**config.mk**
```make
export PLATFORM = sky130hd
export DESIGN_NAME = rdmap_log2_framer
export DESIGN_NICKNAME = d
export VERILOG_FILES = /design/src/rtl/rdmap_log2_framer.sv
export SDC_FILE = /design/constraint.sdc
export NUM_CORES = 1
export LEC_CHECK = 0
export CAP_MARGIN = 40
export CORE_ASPECT_RATIO = 0.75
export CORE_MARGIN = 5
export CORE_UTILIZATION = 35
export DETAILED_ROUTE_END_ITERATION = 12
export PLACE_DENSITY_LB_ADDON = 0.15
export RECOVER_POWER = 100
export SLEW_MARGIN = 20
export SYNTH_ARGS = -nofsm -noshare
export SYNTH_HDL_FRONTEND = slang
export SYNTH_SLANG_ARGS = --single-unit
```
**constraint.sdc**
```tcl
create_clock -name clk_160mhz -period 8.85 [get_ports clk_160mhz]
set_input_delay 1.77 -clock clk_160mhz [delete_from_list [all_inputs] [get_ports clk_160mhz]]
set_output_delay 1.77 -clock clk_160mhz [all_outputs]
set_load 0.05 [all_outputs]
```
**src/rtl/rdmap_log2_framer.sv**
```systemverilog
// Range-Doppler magnitude to fixed-point log2 converter and frame wrapper.
// Frames leave as header, frame count, log2 words and a tail marker through an FWFT FIFO.
module rdmap_log2_framer #(
  parameter int unsigned IN_W       = 64,
  parameter int unsigned FRAC_BITS  = 8,
  parameter int unsigned DROP_LSB   = 2,
  parameter int unsigned OUT_W      = 32,
  parameter int unsigned FIFO_DEPTH = 16,
  parameter logic [31:0] TAIL_WORD  = 32'h3A5A3A5A
) (
  input  logic             clk_160mhz,
  input  logic             rst,
  input  logic             fir_enable,
  input  logic [15:0]      horizontal_pitch,
  input  logic             amp_tvalid,
  input  logic [IN_W-1:0]  amp_tdata,
  input  logic             amp_tlast,
  output logic             amp_tready,
  input  logic             fir_tvalid,
  input  logic [IN_W-1:0]  fir_tdata,
  input  logic             fir_tlast,
  output logic             fir_tready,
  output logic             m_tvalid,
  output logic [OUT_W-1:0] m_tdata,
  output logic             m_tlast,
  input  logic             m_tready,
  output logic [31:0]      frame_cnt
);
  localparam int unsigned PIPE_LAT = 3;
  localparam int unsigned EW       = $clog2(IN_W);
  localparam int unsigned RW       = EW + FRAC_BITS + 1;
  localparam int unsigned AW       = $clog2(FIFO_DEPTH);
  localparam int unsigned CNTW     = AW + 1;
  localparam int unsigned PW       = (IN_W > OUT_W) ? IN_W : OUT_W;

  localparam logic [2:0] ST_IDLE = 3'd0;
  localparam logic [2:0] ST_HDR  = 3'd1;
  localparam logic [2:0] ST_CNT  = 3'd2;
  localparam logic [2:0] ST_DATA = 3'd3;
  localparam logic [2:0] ST_TAIL = 3'd4;

  // Mantissa correction table, evaluated once at elaboration.
  function automatic logic [16*FRAC_BITS-1:0] build_corr();
    logic [16*FRAC_BITS-1:0] t;
    real f, v;
    t = '0;
    for (int k = 0; k < 16; k++) begin
      f = (real'(k) + 0.5) / 16.0;
      v = ($ln(1.0 + f) / $ln(2.0) - f) * real'(1 << FRAC_BITS);
      t[k*FRAC_BITS +: FRAC_BITS] = FRAC_BITS'($rtoi(v + 0.5));
    end
    return t;
  endfunction

  localparam logic [16*FRAC_BITS-1:0] CORR_TBL  = build_corr();
  localparam logic [RW-1:0]           DROP_MASK = ~((RW'(1) << DROP_LSB) - RW'(1));

  logic             fir_s1_q, fir_s1_d, fir_s2_q, fir_s2_d;
  logic [15:0]      pitch_s1_q, pitch_s1_d, pitch_s2_q, pitch_s2_d;
  logic [2:0]       state_q, state_d;
  logic             sel_q, sel_d;
  logic [15:0]      pitch_lat_q, pitch_lat_d;
  logic [31:0]      frame_cnt_q, frame_cnt_d;
  logic             s1_vld_q, s1_vld_d, s1_byp_q, s1_byp_d, s1_last_q, s1_last_d;
  logic [PW-1:0]    s1_pay_q, s1_pay_d;
  logic             s2_vld_q, s2_vld_d, s2_byp_q, s2_byp_d, s2_last_q, s2_last_d;
  logic             s2_zero_q, s2_zero_d;
  logic [EW-1:0]    s2_e_q, s2_e_d;
  logic [FRAC_BITS-1:0] s2_m_q, s2_m_d;
  logic [OUT_W-1:0] s2_pay_q, s2_pay_d;
  logic             s3_vld_q, s3_vld_d, s3_last_q, s3_last_d;
  logic [OUT_W-1:0] s3_word_q, s3_word_d;
  logic [AW-1:0]    wr_ptr_q, wr_ptr_d, rd_ptr_q, rd_ptr_d;
  logic [CNTW-1:0]  count_q, count_d;
  logic [OUT_W:0]   mem_q [FIFO_DEPTH];

  logic             room, in_data, src_valid, src_last, idle_valid, push, pop;
  logic [IN_W-1:0]  src_data, norm;
  logic [EW-1:0]    lod_e;
  logic [3:0]       corr_k;
  logic [FRAC_BITS-1:0] corr;
  logic [RW-1:0]    log_r;
  logic [OUT_W:0]   rd_word;

  assign room       = (CNTW'(FIFO_DEPTH) - count_q) >= CNTW'(PIPE_LAT + 2);
  assign in_data    = (state_q == ST_DATA) && room;
  assign amp_tready = in_data && !sel_q;
  assign fir_tready = in_data && sel_q;
  assign src_valid  = sel_q ? fir_tvalid : amp_tvalid;
  assign src_data   = sel_q ? fir_tdata  : amp_tdata;
  assign src_last   = sel_q ? fir_tlast  : amp_tlast;
  assign idle_valid = fir_s2_q ? fir_tvalid : amp_tvalid;
  assign push       = s3_vld_q;
  assign pop        = m_tvalid && m_tready;

  assign rd_word    = mem_q[rd_ptr_q];
  assign m_tvalid   = (count_q != '0);
  assign m_tdata    = m_tvalid ? rd_word[OUT_W-1:0] : '0;
  assign m_tlast    = m_tvalid && rd_word[OUT_W];
  assign frame_cnt  = frame_cnt_q;

  always_comb begin
    fir_s1_d    = fir_enable;
    fir_s2_d    = fir_s1_q;
    pitch_s1_d  = horizontal_pitch;
    pitch_s2_d  = pitch_s1_q;
    state_d     = state_q;
    sel_d       = sel_q;
    pitch_lat_d = pitch_lat_q;
    frame_cnt_d = frame_cnt_q;
    s1_vld_d    = 1'b0;
    s1_byp_d    = 1'b1;
    s1_last_d   = 1'b0;
    s1_pay_d    = '0;

    // Input FSM: at most one word enters the pipeline per cycle.
    case (state_q)
      ST_IDLE: if (idle_valid && room) begin
        state_d     = ST_HDR;
        sel_d       = fir_s2_q;
        pitch_lat_d = pitch_s2_q;
        frame_cnt_d = frame_cnt_q + 32'd1;
      end
      ST_HDR: if (room) begin
        s1_vld_d = 1'b1;
        s1_pay_d = PW'({16'hFFFF, pitch_lat_q});
        state_d  = ST_CNT;
      end
      ST_CNT: if (room) begin
        s1_vld_d = 1'b1;
        s1_pay_d = PW'(frame_cnt_q);
        state_d  = ST_DATA;
      end
      ST_DATA: if (in_data && src_valid) begin
        s1_vld_d = 1'b1;
        s1_byp_d = 1'b0;
        s1_pay_d = PW'(src_data);
        if (src_last) state_d = ST_TAIL;
      end
      ST_TAIL: if (room) begin
        s1_vld_d  = 1'b1;
        s1_last_d = 1'b1;
        s1_pay_d  = PW'(TAIL_WORD);
        state_d   = ST_IDLE;
      end
      default: state_d = ST_IDLE;
    endcase

    // Leading-one detect and normalisation of the sample in stage 1.
    lod_e = '0;
    for (int i = 0; i < IN_W; i++) begin
      if (s1_pay_q[i]) lod_e = EW'(i);
    end
    norm      = s1_pay_q[IN_W-1:0] << (EW'(IN_W - 1) - lod_e);
    s2_vld_d  = s1_vld_q;
    s2_byp_d  = s1_byp_q;
    s2_last_d = s1_last_q;
    s2_zero_d = ~|s1_pay_q[IN_W-1:0];
    s2_e_d    = lod_e;
    s2_m_d    = FRAC_BITS'(norm >> (IN_W - 1 - FRAC_BITS));
    s2_pay_d  = s1_pay_q[OUT_W-1:0];

    corr_k    = s2_m_q[FRAC_BITS-1 -: 4];
    corr      = CORR_TBL[corr_k*FRAC_BITS +: FRAC_BITS];
    log_r     = RW'({s2_e_q, {FRAC_BITS{1'b0}}}) + RW'(s2_m_q) + RW'(corr);
    s3_vld_d  = s2_vld_q;
    s3_last_d = s2_last_q;
    s3_word_d = s2_byp_q  ? s2_pay_q :
                s2_zero_q ? '0 : OUT_W'(log_r & DROP_MASK);

    wr_ptr_d = push ? wr_ptr_q + AW'(1) : wr_ptr_q;
    rd_ptr_d = pop  ? rd_ptr_q + AW'(1) : rd_ptr_q;
    case ({push, pop})
      2'b10:   count_d = count_q + CNTW'(1);
      2'b01:   count_d = count_q - CNTW'(1);
      default: count_d = count_q;
    endcase
  end

  always_ff @(posedge clk_160mhz or posedge rst) begin
    if (rst) begin
      fir_s1_q <= 1'b0;  fir_s2_q <= 1'b0;
      pitch_s1_q <= '0;  pitch_s2_q <= '0;
      state_q <= ST_IDLE;  sel_q <= 1'b0;
      pitch_lat_q <= '0;  frame_cnt_q <= '0;
      s1_vld_q <= 1'b0;  s1_byp_q <= 1'b0;  s1_last_q <= 1'b0;  s1_pay_q <= '0;
      s2_vld_q <= 1'b0;  s2_byp_q <= 1'b0;  s2_last_q <= 1'b0;  s2_zero_q <= 1'b0;
      s2_e_q <= '0;  s2_m_q <= '0;  s2_pay_q <= '0;
      s3_vld_q <= 1'b0;  s3_last_q <= 1'b0;  s3_word_q <= '0;
      wr_ptr_q <= '0;  rd_ptr_q <= '0;  count_q <= '0;
    end else begin
      fir_s1_q <= fir_s1_d;  fir_s2_q <= fir_s2_d;
      pitch_s1_q <= pitch_s1_d;  pitch_s2_q <= pitch_s2_d;
      state_q <= state_d;  sel_q <= sel_d;
      pitch_lat_q <= pitch_lat_d;  frame_cnt_q <= frame_cnt_d;
      s1_vld_q <= s1_vld_d;  s1_byp_q <= s1_byp_d;  s1_last_q <= s1_last_d;  s1_pay_q <= s1_pay_d;
      s2_vld_q <= s2_vld_d;  s2_byp_q <= s2_byp_d;  s2_last_q <= s2_last_d;  s2_zero_q <= s2_zero_d;
      s2_e_q <= s2_e_d;  s2_m_q <= s2_m_d;  s2_pay_q <= s2_pay_d;
      s3_vld_q <= s3_vld_d;  s3_last_q <= s3_last_d;  s3_word_q <= s3_word_d;
      wr_ptr_q <= wr_ptr_d;  rd_ptr_q <= rd_ptr_d;  count_q <= count_d;
    end
  end

  // FIFO storage needs no reset; emptiness comes from count_q.
  always_ff @(posedge clk_160mhz) begin
    if (push) mem_q[wr_ptr_q] <= {s3_last_q, s3_word_q};
  end
endmodule

```
==> results.toml <==
[setup_path]
rr_startpoint = "s1_pay_q[18]$_DFF_PP0_"
r2r_setup_slack_ns = 1.79
path_class = "register to register"
crit_chain = "nor4_1 > nand2_1 > a31oi_1 > o21ai_0 > nand3_2 > clkbuf_1 > inv_1 > buf_4 > a31oi_1 > a22oi_1 > mux4_2 > mux2i_1 > o22ai_1"
critPathArrivalTime_ns = 7.53
cp-start-kind = "register"
cp_max_fo = 63
crit_path_frequent_cell = "a31oi_1"
worstRegToRegCells = 13
slowest_delay_ns = 2.14
crit_path_end_kind = "register"
slowest_stage = "clkbuf_1"
r2r_end = "s2_m_q[6]$_DFF_PP0_"
required_ns = 9.32

[clock_tree]
cts_sinks = 778
cts_resized = 0
clockBufferDepth = 3
cts-buffers-inserted = 79
cts_setup_buffers = 0
root_buffer = "clkbuf_16"
clk_pin_slew_ns = 0.06
ctsHoldBuffers = 0
clk_latency_ns = 0.64
htreeDepth = 3
cts_tree = "built"

[place]
gp_congestion = 0.894
io_buffers = 219
dpl_worst_slack_ns = 3.35
dp.final_hpwl_um = 56000

[synthesis]
postSynthCellCount = 2119
synthMuxAreaShare = 0.157
synth-edff-count = 528
postSynthAreaPerCell_um2 = 15.8
ys_seq_elements = 778
yosys_warnings = 0
synth_fa_ha_area_frac = 0.00846
mappedNetlistArea_um2 = 33400
yosysSeqAreaShare = 0.661
syn_nets = 2293
ys.flop_type = "edfxtp_1"
synth_xor_area_frac = 0.0147
yosysUniqueCellTypes = 92
synth_top_family_by_area = "multiplexers"
ys_async_sr_fraction = 0.321
yosys.area_share.simple = 0.0628
synth_compound_area_frac = 0.0728

[global_route]
grt.total_usage = 0.175
grt_max_degree = 165
overflow = 0
grt_pass1_vias = 20300
grt_pass1_wl_um = 135000
antenna_found_initial = 2

[die]
ioPinCount = 220
rows = 98
die_x_um = 367
start_util = 0.352
dieArea_um2 = 102000
die_h_um = 278
core_um2 = 95000

[sta]
timing.final.ws_setup_ns = 1.79
min_period_ns = 7.06
rsz0062_at_grt = "false"
skew_ns = 0.0322
setup-tns-final_ns = 0
max_freq_ghz = 0.142
finalSetupViolations = 0
slew_viol_final = 797
tightest_slew_ns = 3.92
period_share = 0.798
relSlewSlack = -1.63
hold_viol_final = 0
whs_ns = 0.333

[routing]
firstDrtPassIters = 5
ant_nets = 0
drt_iter0_markers = 1682
wl_um = 90300
routedWlPerCell_um = 24.8
vias = 19600
vias_per_cell = 5.38
drt_drc_violations_left = 0

[cells_and_area]
nets = 2499
syn_to_final_growth_pct = 18.4
drive_gt1_frac = 0.160

[hold_path]
hold_depth = 0
hold_end = "pitch_s2_q[6]$_DFF_PP0_"
min_path_type = "register to register"
min-delay-start = "pitch_s1_q[6]$_DFF_PP0_"

[status]
status = "complete, but fails checks"
violations = "max-capacitance violations, max-slew violations"

[run]
drv_cap = 23
cell usage in the layout (no fill, tap or decap), drive strengths merged, types with 10 or more instances in the layout:
master	instances
o21ai	83
clkbuf	120
buf	18
dfrtp	250
nor4	19
edfxtp	528
a211oi	25
mux2i	116
nand4	10
nor3	38
o211ai	11
xor2	14
nor2	121
and2	55
ha	21
a22oi	12
o31ai	10
mux4	166
nand3	52
clkinv	34
xnor2	42
inv	47
a21oi	79
a22o	13
dlygate4sd3	86
clkdlybuf4s50	133
mux2	30
nand2b	10
a221oi	13
nand2	83
per-layer routing:
layer	wire (µm)	track usage
met1	41600	0.253
met2	41900	0.276
met3	5400	0.0362
met4	1330	0.0329
met5	65	0
flip-flops by register name (all words and copies together) (netlist names), 3 cells and up:
register,count
mem_q,528
s1_pay_q,64
frame_cnt,32
s2_pay_q,32
s3_word_q,32
pitch_lat_q,16
pitch_s1_q,16
pitch_s2_q,16
s2_m_q,8
s2_e_q,6
count_q,5
rd_ptr_q,4
wr_ptr_q,4
state_q,3
synth_stat cells, types with 9 or more instances:
library cell,n,area (µm²)
nor4_1,18,113
nand3_1,50,250
o21ai_1,12,60.1
buf_1,16,60.1
nor3_1,34,170
a211oi_1,25,188
a221oi_1,13,114
nand4_1,10,62.6
edfxtp_1,528,15900
xnor2_1,42,368
mux2_2,28,315
mux4_2,166,3740
a22oi_1,12,90.1
o211ai_1,10,75.1
dfrtp_1,250,6260
buf_2,27,135
ha_1,21,263
inv_1,43,161
and2_1,55,344
clkbuf_1,80,300
o31ai_1,10,75.1
o21ai_0,70,350
a21oi_1,77,385
xor2_1,14,123
mux2i_1,116,1160
a22o_1,13,114
nand2b_1,10,62.6
o22ai_1,9,56.3
nand2_1,82,308
nor2_1,119,447
logic make-up (layout without fill, tap and decap cells):
kind of cell	count (synthesis)	after routing
multiplexers	312	312
AO/OA/AOI/OAI	352	352
XOR/XNOR	56	56
flip-flops	778	778
other	0	4
AND/OR/NAND/NOR	420	420
buffers and inverters	179	448
adder cells (fa/ha/maj)	22	22
per-stage QoR:
step           area, µm²   util  cells
6_report           39600  0.416   3642
4_1_cts            39700  0.418   3637
3_3_place_gp       37000  0.390   3491
3_5_place_dp       37100  0.390   3493
5_1_grt            39600  0.416   3638
2_1_floorplan      33400      -   2119
worst max path at each step:
stage                                 start                      to  slack [ns]
detailed placement  rd_ptr_q[0]$_DFFE_PP0P_             m_tdata[10]        3.35
finish               s1_pay_q[18]$_DFF_PP0_     s2_m_q[6]$_DFF_PP0_        1.79
floorplan                               rst  count_q[0]$_DFFE_PP0P_        0.21
global placement    rd_ptr_q[0]$_DFFE_PP0P_              m_tdata[4]        3.38
CTS                 rd_ptr_q[0]$_DFFE_PP0P_             m_tdata[10]        2.66
global route         s1_pay_q[18]$_DFF_PP0_     s2_m_q[6]$_DFF_PP0_        1.35
worst max-delay path, delay by kind of cell, from the launching register on:
| kind | cells | cell delay [ns] |
|---|---|---|
| buffers and inverters | 3 | 3.88 |
| multiplexers | 2 | 0.69 |
| AND/OR/NAND/NOR | 3 | 0.76 |
| AO/OA/AOI/OAI | 5 | 0.95 |
| flip-flops | 1 | 0.57 |
cell type report:
type	instances	area, µm²
fillers	8606	55500
diodes	4	10.0
repair buffers	257	2470
well taps	1250	1560
multi-input cells	1162	10600
flip-flops and latches	778	22100
clock inverters	44	430
clock buffers	100	2190
inverters	47	179
Power is not shown: default switching activity piles up to over one toggle a cycle in this logic, so the estimate is an artifact.
